<file path="config.mk">
export PLATFORM = sky130hd
export DESIGN_NAME = uart_baud_gen_frac
export DESIGN_NICKNAME = d
export VERILOG_FILES = /design/src/rtl/uart_baud_gen_frac.sv
export SDC_FILE = /design/constraint.sdc
export NUM_CORES = 1
export LEC_CHECK = 0
export ABC_CLOCK_PERIOD_IN_PS = 7900
export CAP_MARGIN = 10
export CELL_PAD_IN_SITES_DETAIL_PLACEMENT = 0
export CELL_PAD_IN_SITES_GLOBAL_PLACEMENT = 1
export CORE_MARGIN = 4
export CORE_UTILIZATION = 45
export CTS_CLUSTER_DIAMETER = 50
export DETAILED_ROUTE_END_ITERATION = 10
export GPL_ROUTABILITY_DRIVEN = 0
export PLACE_DENSITY = 0.87
export SETUP_SLACK_MARGIN = 0.3
export SYNTH_ARGS = -nofsm -noshare
export SYNTH_HDL_FRONTEND = slang
export SYNTH_SLANG_ARGS = --single-unit
export TNS_END_PERCENT = 10
</file>
<file path="constraint.sdc">
create_clock -name clk -period 7.9 [get_ports clk]
set_clock_uncertainty 0.2 [all_clocks]
set_input_delay 1.185 -clock clk [delete_from_list [all_inputs] [get_ports clk]]
set_output_delay 1.185 -clock clk [all_outputs]
set_load 0.05 [all_outputs]
</file>
<file path="src/rtl/uart_baud_gen_frac.sv">
`default_nettype none
// ============================================================================
//  Module   : uart_baud_chan / uart_baud_gen_frac
//  Purpose  : Fractional-N baud tick generator for the UART RX and TX paths.
//             Each channel divides clk by DIV_INT + DIV_FRAC/2^FRAC_W using a
//             fractional accumulator.
//             RX gets a one-cycle strobe per oversample tick.
//             TX gets a one-cycle strobe every OVERSAMPLE ticks.
//  Ports    : clk, rst (async, active high)
//             rx_active, tx_active  : per-channel run enables
//             div_int, div_frac     : requested divisor
//             div_load              : capture request
//             div_err               : pulse when a load is rejected (div_int < 2)
//             baud_en_rx            : RX oversample strobe
//             baud_en_tx            : TX bit strobe
//  Revision : 1.0  initial release
// ============================================================================

// ----------------------------------------------------------------------------
// One divider channel.
// o_last is high during the final clock of each interval.
// The parent registers o_last into the strobes.
// ----------------------------------------------------------------------------
module uart_baud_chan #(
    parameter int                INT_W    = 16,
    parameter int                FRAC_W   = 4,
    parameter logic [INT_W-1:0]  DEF_INT  = '0,
    parameter logic [FRAC_W-1:0] DEF_FRAC = '0
) (
    input  logic              clk,
    input  logic              rst,
    input  logic              i_active,
    input  logic              i_load_ok,
    input  logic [INT_W-1:0]  i_div_int,
    input  logic [FRAC_W-1:0] i_div_frac,
    input  logic [INT_W-1:0]  i_sh_int,
    input  logic [FRAC_W-1:0] i_sh_frac,
    output logic              o_last
);

    // r_cnt holds the clocks remaining in the current interval.
    // A value of 0 means the channel is idle, or that a new interval starts on this edge.
    logic [INT_W:0]    r_cnt;
    logic [FRAC_W-1:0] r_acc;
    logic [INT_W-1:0]  r_act_int;
    logic [FRAC_W-1:0] r_act_frac;
    logic              r_pend;

    logic [INT_W-1:0]  w_sel_int;
    logic [FRAC_W-1:0] w_sel_frac;
    logic [FRAC_W:0]   w_acc_n;
    logic [INT_W:0]    w_len_m1;
    logic              w_start;

    // Divisor for an interval that starts on this edge.
    // A load arriving on this very edge takes priority over a pending shadow value.
    // A pending shadow value takes priority over the current divisor.
    always_comb begin
        w_sel_int  = r_act_int;
        w_sel_frac = r_act_frac;
        if (i_load_ok) begin
            w_sel_int  = i_div_int;
            w_sel_frac = i_div_frac;
        end else if (r_pend) begin
            w_sel_int  = i_sh_int;
            w_sel_frac = i_sh_frac;
        end
    end

    assign w_acc_n  = {1'b0, r_acc} + {1'b0, w_sel_frac};
    // Interval length is int + carry; the counter is loaded with length-1.
    assign w_len_m1 = {1'b0, w_sel_int} + {{INT_W{1'b0}}, w_acc_n[FRAC_W]}
                    - {{INT_W{1'b0}}, 1'b1};
    assign w_start  = i_active && (r_cnt == '0);
    assign o_last   = i_active && (r_cnt == {{INT_W{1'b0}}, 1'b1});

    always_ff @(posedge clk or posedge rst) begin
        if (rst) begin
            r_cnt      <= '0;
            r_acc      <= '0;
            r_act_int  <= DEF_INT;
            r_act_frac <= DEF_FRAC;
            r_pend     <= 1'b0;
        end else if (!i_active) begin
            // Idle: clean phase; any new or pending divisor is adopted at once.
            r_cnt      <= '0;
            r_acc      <= '0;
            r_act_int  <= w_sel_int;
            r_act_frac <= w_sel_frac;
            r_pend     <= 1'b0;
        end else if (w_start) begin
            r_cnt      <= w_len_m1;
            r_acc      <= w_acc_n[FRAC_W-1:0];
            r_act_int  <= w_sel_int;
            r_act_frac <= w_sel_frac;
            r_pend     <= 1'b0;
        end else begin
            // Mid-interval: finish with the old divisor.
            // Flag any new load for the next interval.
            r_cnt <= r_cnt - (INT_W+1)'(1);
            if (i_load_ok) begin
                r_pend <= 1'b1;
            end
        end
    end

endmodule

// ----------------------------------------------------------------------------
// Top level: shared shadow divisor, two channels, TX tick counter.
// ----------------------------------------------------------------------------
module uart_baud_gen_frac #(
    parameter int CLK_FREQ     = 100_000_000,
    parameter int OVERSAMPLE   = 16,
    parameter int DEFAULT_BAUD = 9600,
    parameter int INT_W        = 16,
    parameter int FRAC_W       = 4
) (
    input  logic              clk,
    input  logic              rst,
    input  logic              rx_active,
    input  logic              tx_active,
    input  logic [INT_W-1:0]  div_int,
    input  logic [FRAC_W-1:0] div_frac,
    input  logic              div_load,
    output logic              div_err,
    output logic              baud_en_rx,
    output logic              baud_en_tx
);

    // Reset divisor in fixed point: (CLK_FREQ * 2^FRAC_W) / (OVERSAMPLE * BAUD).
    localparam logic [63:0] c_def_div =
        (64'(CLK_FREQ) << FRAC_W) / 64'(OVERSAMPLE * DEFAULT_BAUD);
    localparam logic [INT_W-1:0]  c_def_int  = c_def_div[FRAC_W +: INT_W];
    localparam logic [FRAC_W-1:0] c_def_frac = c_def_div[FRAC_W-1:0];
    localparam int                c_tick_w   = $clog2(OVERSAMPLE);
    localparam logic [c_tick_w-1:0] c_tick_max = c_tick_w'(OVERSAMPLE - 1);

    logic [INT_W-1:0]    r_sh_int;
    logic [FRAC_W-1:0]   r_sh_frac;
    logic                r_div_err;
    logic                r_baud_rx;
    logic                r_baud_tx;
    logic [c_tick_w-1:0] r_tick;

    logic                w_load_ok;
    logic [1:0]          w_active;
    logic [1:0]          w_last;

    assign w_load_ok = div_load && (div_int >= INT_W'(2));
    assign w_active  = {tx_active, rx_active};

    always_ff @(posedge clk or posedge rst) begin
        if (rst) begin
            r_sh_int  <= c_def_int;
            r_sh_frac <= c_def_frac;
            r_div_err <= 1'b0;
        end else begin
            r_div_err <= div_load && !w_load_ok;
            if (w_load_ok) begin
                r_sh_int  <= div_int;
                r_sh_frac <= div_frac;
            end
        end
    end

    // Channel 0 = RX, channel 1 = TX.
    for (genvar g = 0; g < 2; g++) begin : g_chan
        uart_baud_chan #(
            .INT_W    (INT_W),
            .FRAC_W   (FRAC_W),
            .DEF_INT  (c_def_int),
            .DEF_FRAC (c_def_frac)
        ) u_chan (
            .clk        (clk),
            .rst        (rst),
            .i_active   (w_active[g]),
            .i_load_ok  (w_load_ok),
            .i_div_int  (div_int),
            .i_div_frac (div_frac),
            .i_sh_int   (r_sh_int),
            .i_sh_frac  (r_sh_frac),
            .o_last     (w_last[g])
        );
    end

    always_ff @(posedge clk or posedge rst) begin
        if (rst) begin
            r_baud_rx <= 1'b0;
            r_baud_tx <= 1'b0;
            r_tick    <= '0;
        end else begin
            r_baud_rx <= w_last[0];
            if (!tx_active) begin
                r_baud_tx <= 1'b0;
                r_tick    <= '0;
            end else begin
                // The TX bit strobe coincides with the sample tick that completes count OVERSAMPLE-1.
                r_baud_tx <= w_last[1] && (r_tick == c_tick_max);
                if (w_last[1]) begin
                    r_tick <= (r_tick == c_tick_max) ? '0 : r_tick + c_tick_w'(1);
                end
            end
        end
    end

    assign div_err    = r_div_err;
    assign baud_en_rx = r_baud_rx;
    assign baud_en_tx = r_baud_tx;

endmodule
`default_nettype wire

</file>
==> impl_metrics.tcl, run 1 <==
set metrics [dict create \
    power_density_mw_per_mm2 333 \
    rsz0062_at_grt "false" \
    grt_pass1_vias 5675 \
    nNetsFinal 824 \
    clock_latency_ps 360 \
    critPathMaxFanout 26 \
    antenna_cells 0 \
    initialDrtViolationCount 397 \
    die_y_um 132 \
    p_sw_frac 0.384 \
    coreArea_sq_mm 0.0152 \
    tns_ps 0 \
    die_w_um 132 \
    clkTransAtPathRegs_ps 80 \
    r2r-start "g_chan[0].u_chan.r_pend$_DFFE_PP0P_" \
    power.internal_w 0.00159 \
    io_buffers 27 \
    ff2ff_path_depth 15 \
    slew_viol_final 0 \
    cts.sinks 111 \
    syn_avg_cell_area_sq_um 9.03 \
    grt_max_degree 75 \
    yosys_register_bits 111 \
    synth.distinct_cells 68 \
    min_path_cells 2 \
    cts_hold_buf 0 \
    clockRootBuffer "clkbuf_16" \
    min_from "g_chan[0].u_chan.r_act_int[0]$_DFFE_PP1N_" \
    drt-total-wl_mm 16.9 \
    cts_buffers 9 \
    setup_viol 0 \
    synth-edff-count 0 \
    p_seq_frac 0.353 \
    syn_nets 816 \
    drcViolationCount 0 \
    yosys_warnings 0 \
    crit_path_start_kind "primary input" \
    die-area_sq_mm 0.0175 \
    status "finished clean" \
    hold_path.class "reg2reg" \
    synth_ff_type "dfrtp_1" \
    finalPower_w 0.00259 \
    critPathRequiredTime_ps 7970 \
    synthArstFlopShare 1.00 \
    rows 45 \
    antenna_found_initial 0 \
    drtPass1Iterations 4 \
    layout.cells.most_common "nand2_1" \
    vdd_drop_max_uv 160 \
    period_share 0.738 \
    post-route-util 0.510 \
    start_util 0.459 \
    startpoint "div_int[13]" \
    place_hpwl_mm 12.1 \
    cts_tree "built" \
    p_sw_w 0.000994 \
    htree_levels 3 \
    maxCapViolCount 0 \
    grt.total_usage 0.197 \
    gr-total-overflow 0 \
    combPwrFrac 0.427 \
    cts_setup_buffers 0 \
    grt_pass1_wl_mm 28.5 \
    slew_headroom 0.380 \
    netlist_area_sq_mm 0.00697 \
    io-pin-count 28 \
    vias 5696 \
    ctsResizeCount 0 \
    syn2layout_area_growth_pct 11.3 \
    pwr-share-clk 0.220 \
    clockBufferDepth 2 \
    worstMarginPinSlew_ps 917 \
    drtAntennaViolNets 0 \
    hold_viol 0 \
    layout_common_cells "148 x nand2_1, 96 x dfrtp_1, 53 x mux2i_1" \
    synth_cells 772 \
    yosysSeqAreaShare 0.401 \
    worstHoldEndpoint "g_chan[0].u_chan.r_act_int[0]$_DFFE_PP1N_" \
    vias_per_cell 5.85 \
    drive_gt1_frac 0.0994 \
    critical_path_class "in2reg" \
    max_freq_mhz 171 \
    cp-end-kind "register" \
    p_leak_nw 3.32 \
    wl_per_cell_um 17.4 \
    min_period_ps 5830 \
    r2r_setup_slack_ps 3880 \
    nFillCells 1402 \
    rr_endpoint "g_chan[0].u_chan.r_cnt[16]$_DFF_PP0_" \
    arrival_ps 5900 \
]
worst max path at each step:
stage | end | slack, ps
after global routing | g_chan[0].u_chan.r_cnt[16]$_DFF_PP0_ | 1620
after floorplan | g_chan[0].u_chan.r_cnt[16]$_DFF_PP0_ | 2830
after CTS | g_chan[0].u_chan.r_cnt[16]$_DFF_PP0_ | 2180
after detailed placement | g_chan[0].u_chan.r_cnt[16]$_DFF_PP0_ | 1830
after global placement | g_chan[0].u_chan.r_cnt[16]$_DFF_PP0_ | 2120
final | g_chan[0].u_chan.r_cnt[16]$_DFF_PP0_ | 2070
power by group through the flow:
stage          clock network, W  registers, W  logic, W
6_report               0.000568      0.000913   0.00111
3_3_place_gp                  0      0.000913   0.00107
2_1_floorplan                 0      0.000880  0.000901
3_5_place_dp                  0      0.000922   0.00110
5_1_grt                0.000602      0.000936   0.00125
4_1_cts                0.000583      0.000912   0.00111
area by class of cell:
class                      count  area (sq um)  area share
sequential                   111          2800       0.360
inverter                      19          73.8     0.00952
clock inverter                 5           129      0.0166
clock buffer                  11           243      0.0313
tap                          188           235      0.0303
timing repair buffer          36           338      0.0435
multi-input combinational    603          3940       0.508
worst max-delay path, cell delays in order:
cell             delay [ps]
clkdlybuf4s50_1         590
nor4_1                  730
a41o_4                  550
a21oi_1                 150
ha_1                    220
inv_1                    70
fa_1                    200
inv_1                    50
a21o_1                  150
a21oi_1                 190
ha_1                    340
o2111ai_1               150
mux2i_1                 520
nand4_1                 200
or4_1                   440
a21oi_1                 160
kinds of logic (layout without fill, tap and decap cells):
group           Yosys count  count (layout)  synth area share
fa+ha+maj                19              19            0.0363
mux                      71              71             0.105
simple gates            298             298             0.209
flops                   111             111             0.401
xor+xnor                 52              52            0.0653
buf+inv                  58              71            0.0364
compound gates          163             163             0.147
cell usage after synthesis, drive strengths merged, types with 4 or more instances:
cell type	n	share of area
nor3b	9	0.0097
nand3	9	0.0083
o2111ai	4	0.0050
o21ai	65	0.047
nand3b	4	0.0043
or4	5	0.0059
mux2	18	0.029
o211ai	6	0.0065
or3	8	0.0072
a21oi	28	0.020
inv	17	0.0092
nor2	42	0.023
nor4	13	0.016
nand2b	6	0.0054
clkbuf	19	0.010
a31oi	8	0.0072
buf	20	0.016
dfstp	15	0.057
dfrtp	96	0.34
a211oi	16	0.017
mux2i	53	0.076
ha	17	0.031
nand4b	4	0.0050
nor3	26	0.022
nand2	148	0.080
nand4	6	0.0054
xnor2	36	0.045
xor2	16	0.020
a21o	8	0.0086
or2	5	0.0045
and3	5	0.0045
flip-flops by register name, indices dropped and copies added (netlist names):
| signal | flops |
|---|---|
| g_chan.u_chan.r_cnt | 34 |
| g_chan.u_chan.r_act_int | 32 |
| r_sh_int | 16 |
| g_chan.u_chan.r_acc | 8 |
| g_chan.u_chan.r_act_frac | 8 |
| r_sh_frac | 4 |
| r_tick | 4 |
| g_chan.u_chan.r_pend | 2 |
| baud_en_rx | 1 |
| baud_en_tx | 1 |
| div_err | 1 |
through the flow:
step | hold slack [ps] | cells | setup WS [ps] | cell area [sq um]
after floorplan | 245 | 772 | 2830 | 6970
after global placement | 256 | 957 | 2120 | 7390
after detailed placement | 256 | 957 | 1830 | 7390
after CTS | 266 | 973 | 2180 | 7760
after global routing | 277 | 973 | 1620 | 7760
final | 263 | 973 | 2070 | 7760
per-layer routing:
| layer | GRT usage | vias up | wire length [um] |
|---|---|---|---|
| met1 | 0.268 | 2826 | 7870 |
| met3 | 0.0331 | 18 | 477 |
| li1 | - | 2757 | - |
| met2 | 0.325 | 95 | 8280 |
| met4 | 0.0583 | 0 | 272 |
| met5 | 0 | - | 0 |
Power figures use the tool's default switching activity.
==> inputs of run 2 (changes only) <==
--- a/config.mk
+++ b/config.mk
@@ -5,12 +5,12 @@
 export SDC_FILE = /design/constraint.sdc
 export NUM_CORES = 1
 export LEC_CHECK = 0
-export ABC_CLOCK_PERIOD_IN_PS = 7900
+export ABC_CLOCK_PERIOD_IN_PS = 4940
 export CAP_MARGIN = 10
 export CELL_PAD_IN_SITES_DETAIL_PLACEMENT = 0
 export CELL_PAD_IN_SITES_GLOBAL_PLACEMENT = 1
 export CORE_MARGIN = 4
-export CORE_UTILIZATION = 45
+export CORE_UTILIZATION = 43
 export CTS_CLUSTER_DIAMETER = 50
 export DETAILED_ROUTE_END_ITERATION = 10
 export GPL_ROUTABILITY_DRIVEN = 0
==> constraint.sdc (replaced) <==
create_clock -name clk -period 4.94 [get_ports clk]
set_clock_uncertainty 0.2 [all_clocks]
set_input_delay 0.741 -clock clk [delete_from_list [all_inputs] [get_ports clk]]
set_output_delay 0.741 -clock clk [all_outputs]
set_load 0.05 [all_outputs]
==> run 2 against run 1 <==
Effect of this change: sequential share of layout area fell by 1.4 points; critical endpoint is now g_chan[0].u_chan.r_cnt[13]$_DFF_PP0_; utilization is 0.28 points lower; worst hold slack gained 6.5 ps; routed wire length increased by 2.1%; total power up 61%; largest cell class unchanged; worst setup slack worse by 1600 ps; register-to-register slack lost 2500 ps; count of clock-buffer cells in the layout grew 1.
==> impl_metrics.tcl, run 2 (synthesized netlist as in run 1, its figures left out) <==
set metrics [dict create \
    clkTransAtPathRegs_ps 70 \
    cts_buffers 9 \
    hold_path.class "reg2reg" \
    min_period_ps 4450 \
    startpoint "div_int[4]" \
    rsz0062_at_grt "false" \
    drtPass1Iterations 5 \
    max_stage_delay_ps 530 \
    critPathMaxFanout 11 \
    vdd_drop_max_uv 250 \
    cts_hold_buf 0 \
    gr-total-overflow 0 \
    clock_latency_ps 360 \
    io_buffers 27 \
    use_met2 0.325 \
    min_from "g_chan[0].u_chan.r_act_int[0]$_DFFE_PP1N_" \
    grt_max_degree 75 \
    grt-busiest-layer "met2" \
    vias 5750 \
    dpl_cell_area_sq_mm 0.00764 \
    max_freq_mhz 225 \
    setup_viol 0 \
    grt_pass1_vias 5672 \
    grt.total_usage 0.197 \
    clockRootBuffer "clkbuf_16" \
    die_w_um 135 \
    power_density_mw_per_mm2 517 \
    drtAntennaViolNets 0 \
    crit_path_start_kind "primary input" \
    met3_usage 0.0379 \
    layout.cells.most_common "nand2_1" \
    cts.sinks 111 \
    slowest_stage "clkdlybuf4s50_1" \
    design_area_sq_mm 0.00806 \
    drcViolationCount 0 \
    place_hpwl_mm 12.4 \
    p_leak_nw 3.47 \
    min_path_cells 2 \
    wl_per_cell_um 16.7 \
    io-pin-count 28 \
    tns_ps 0 \
    arrival_ps 4510 \
    rows 46 \
    maxCapViolCount 0 \
    hold_viol 0 \
    start_util 0.439 \
    coreArea_sq_mm 0.0159 \
    period_share 0.901 \
    r2r-start "g_chan[1].u_chan.r_pend$_DFFE_PP0P_" \
    clockBufferDepth 2 \
    r2r_setup_slack_ps 1430 \
    largest_register_ffs 34 \
    cts_tree "built" \
    nNetsFinal 856 \
    initialDrtViolationCount 392 \
    path_cells "clkdlybuf4s50_1 > nor4_4 > a41o_4 > a21oi_1 > ha_1 > inv_1 > fa_1 > inv_1 > a21o_1 > a21oi_1 > ha_2 > o2111ai_1 > mux2i_2 > buf_4 > nand4b_1 > xnor2_1 > a221oi_2" \
    reg.largest.list "g_chan.u_chan.r_cnt x34, g_chan.u_chan.r_act_int x32, r_sh_int x16" \
    largest_register "g_chan.u_chan.r_cnt" \
    slew_headroom 0.390 \
    layout_common_cells "148 x nand2_1, 96 x dfrtp_1, 52 x mux2i_1" \
    status "finished clean" \
    slew_viol_final 0 \
    antenna_found_initial 0 \
    grt_use_met1 0.265 \
    die_y_um 135 \
    vias_per_cell 5.57 \
    ff2ff_path_depth 11 \
    drive_gt1_frac 0.141 \
    cp-end-kind "register" \
    antenna_cells 0 \
    critPathRequiredTime_ps 5000 \
    htree_levels 3 \
    worstMarginPinSlew_ps 902 \
    die-area_sq_mm 0.0183 \
    syn2layout_area_growth_pct 15.6 \
    critical_path_class "in2reg" \
    grt_pass1_wl_mm 29.1 \
    drt-total-wl_mm 17.3 \
]
run 2: what timing repair did:
item / in CTS / in global routing
endpoints found under the hold margin: 0 / 0
setup buffers: 0 / 3
gates resized for setup: 2 / 4
setup endpoints to repair: 2 / 7
pin swaps: 0 / 2
run 2: area by class of cell:
cell class | instances | area [sq um]
inverters | 19 | 73.8
clock buffers | 12 | 267
clock inverters | 4 | 98.8
flip-flops and latches | 111 | 2800
repair buffers | 68 | 578
multi-input cells | 603 | 3980
fillers | 1534 | 7820
well taps | 216 | 270
run 2: worst paths after layout:
kind	to
worst max-delay path	g_chan[0].u_chan.r_cnt[13]$_DFF_PP0_
max in group asynchronous	r_sh_int[9]$_DFFE_PP1P_
min in group asynchronous	r_tick[3]$_DFFE_PP0P_
worst max register to register	g_chan[1].u_chan.r_cnt[12]$_DFF_PP0_
worst min-delay path	g_chan[0].u_chan.r_act_int[0]$_DFFE_PP1N_
worst min register to register	g_chan[0].u_chan.r_act_int[0]$_DFFE_PP1N_
run 2: critical path: cells and delay by family:
kind / cells / cell delay (ps)
AOI/OAI and AO/OA: 6 / 1270
xor gates and xnor gates: 1 / 180
adders and majority gates: 3 / 700
buffers and inverters: 4 / 840
muxes: 1 / 280
and+or+nand+nor: 2 / 500
run 2: report_power, final:
| group | internal (W) | switching, W |
|---|---|---|
| Clock | 0.000540 | 0.000348 |
| Sequential | 0.00122 | 0.000242 |
| Combinational | 0.000798 | 0.00101 |
run 2: metrics by stage:
stage / hold slack (ps) / std cells / utilization / power, W / worst slack, ps
CTS: 268 / 1030 / 0.505 / 0.00418 / 344
finish: 269 / 1033 / 0.507 / 0.00417 / 489
detailed placement: 256 / 1014 / 0.481 / 0.00327 / -20.1
floorplan: 245 / 772 / - / 0.00285 / 314
global placement: 251 / 1014 / 0.481 / 0.00323 / 191
global route: 300 / 1033 / 0.507 / 0.00449 / 299
run 2: per-layer routing:
layer  up-vias  wire, um
li1       2820         -
met1      2821      8010
met2        88      8280
met3        21       578
met4         0       390
met5         -         0
==> inputs of run 3 (changes only) <==
--- a/config.mk
+++ b/config.mk
@@ -5,8 +5,9 @@
 export SDC_FILE = /design/constraint.sdc
 export NUM_CORES = 1
 export LEC_CHECK = 0
+export ABC_AREA = 0
 export ABC_CLOCK_PERIOD_IN_PS = 4940
-export CAP_MARGIN = 10
+export CAP_MARGIN = 20
 export CELL_PAD_IN_SITES_DETAIL_PLACEMENT = 0
 export CELL_PAD_IN_SITES_GLOBAL_PLACEMENT = 1
 export CORE_MARGIN = 4
==> results of run 3 <==
The final DEF is identical to that of run 2; final timing and power are the same.
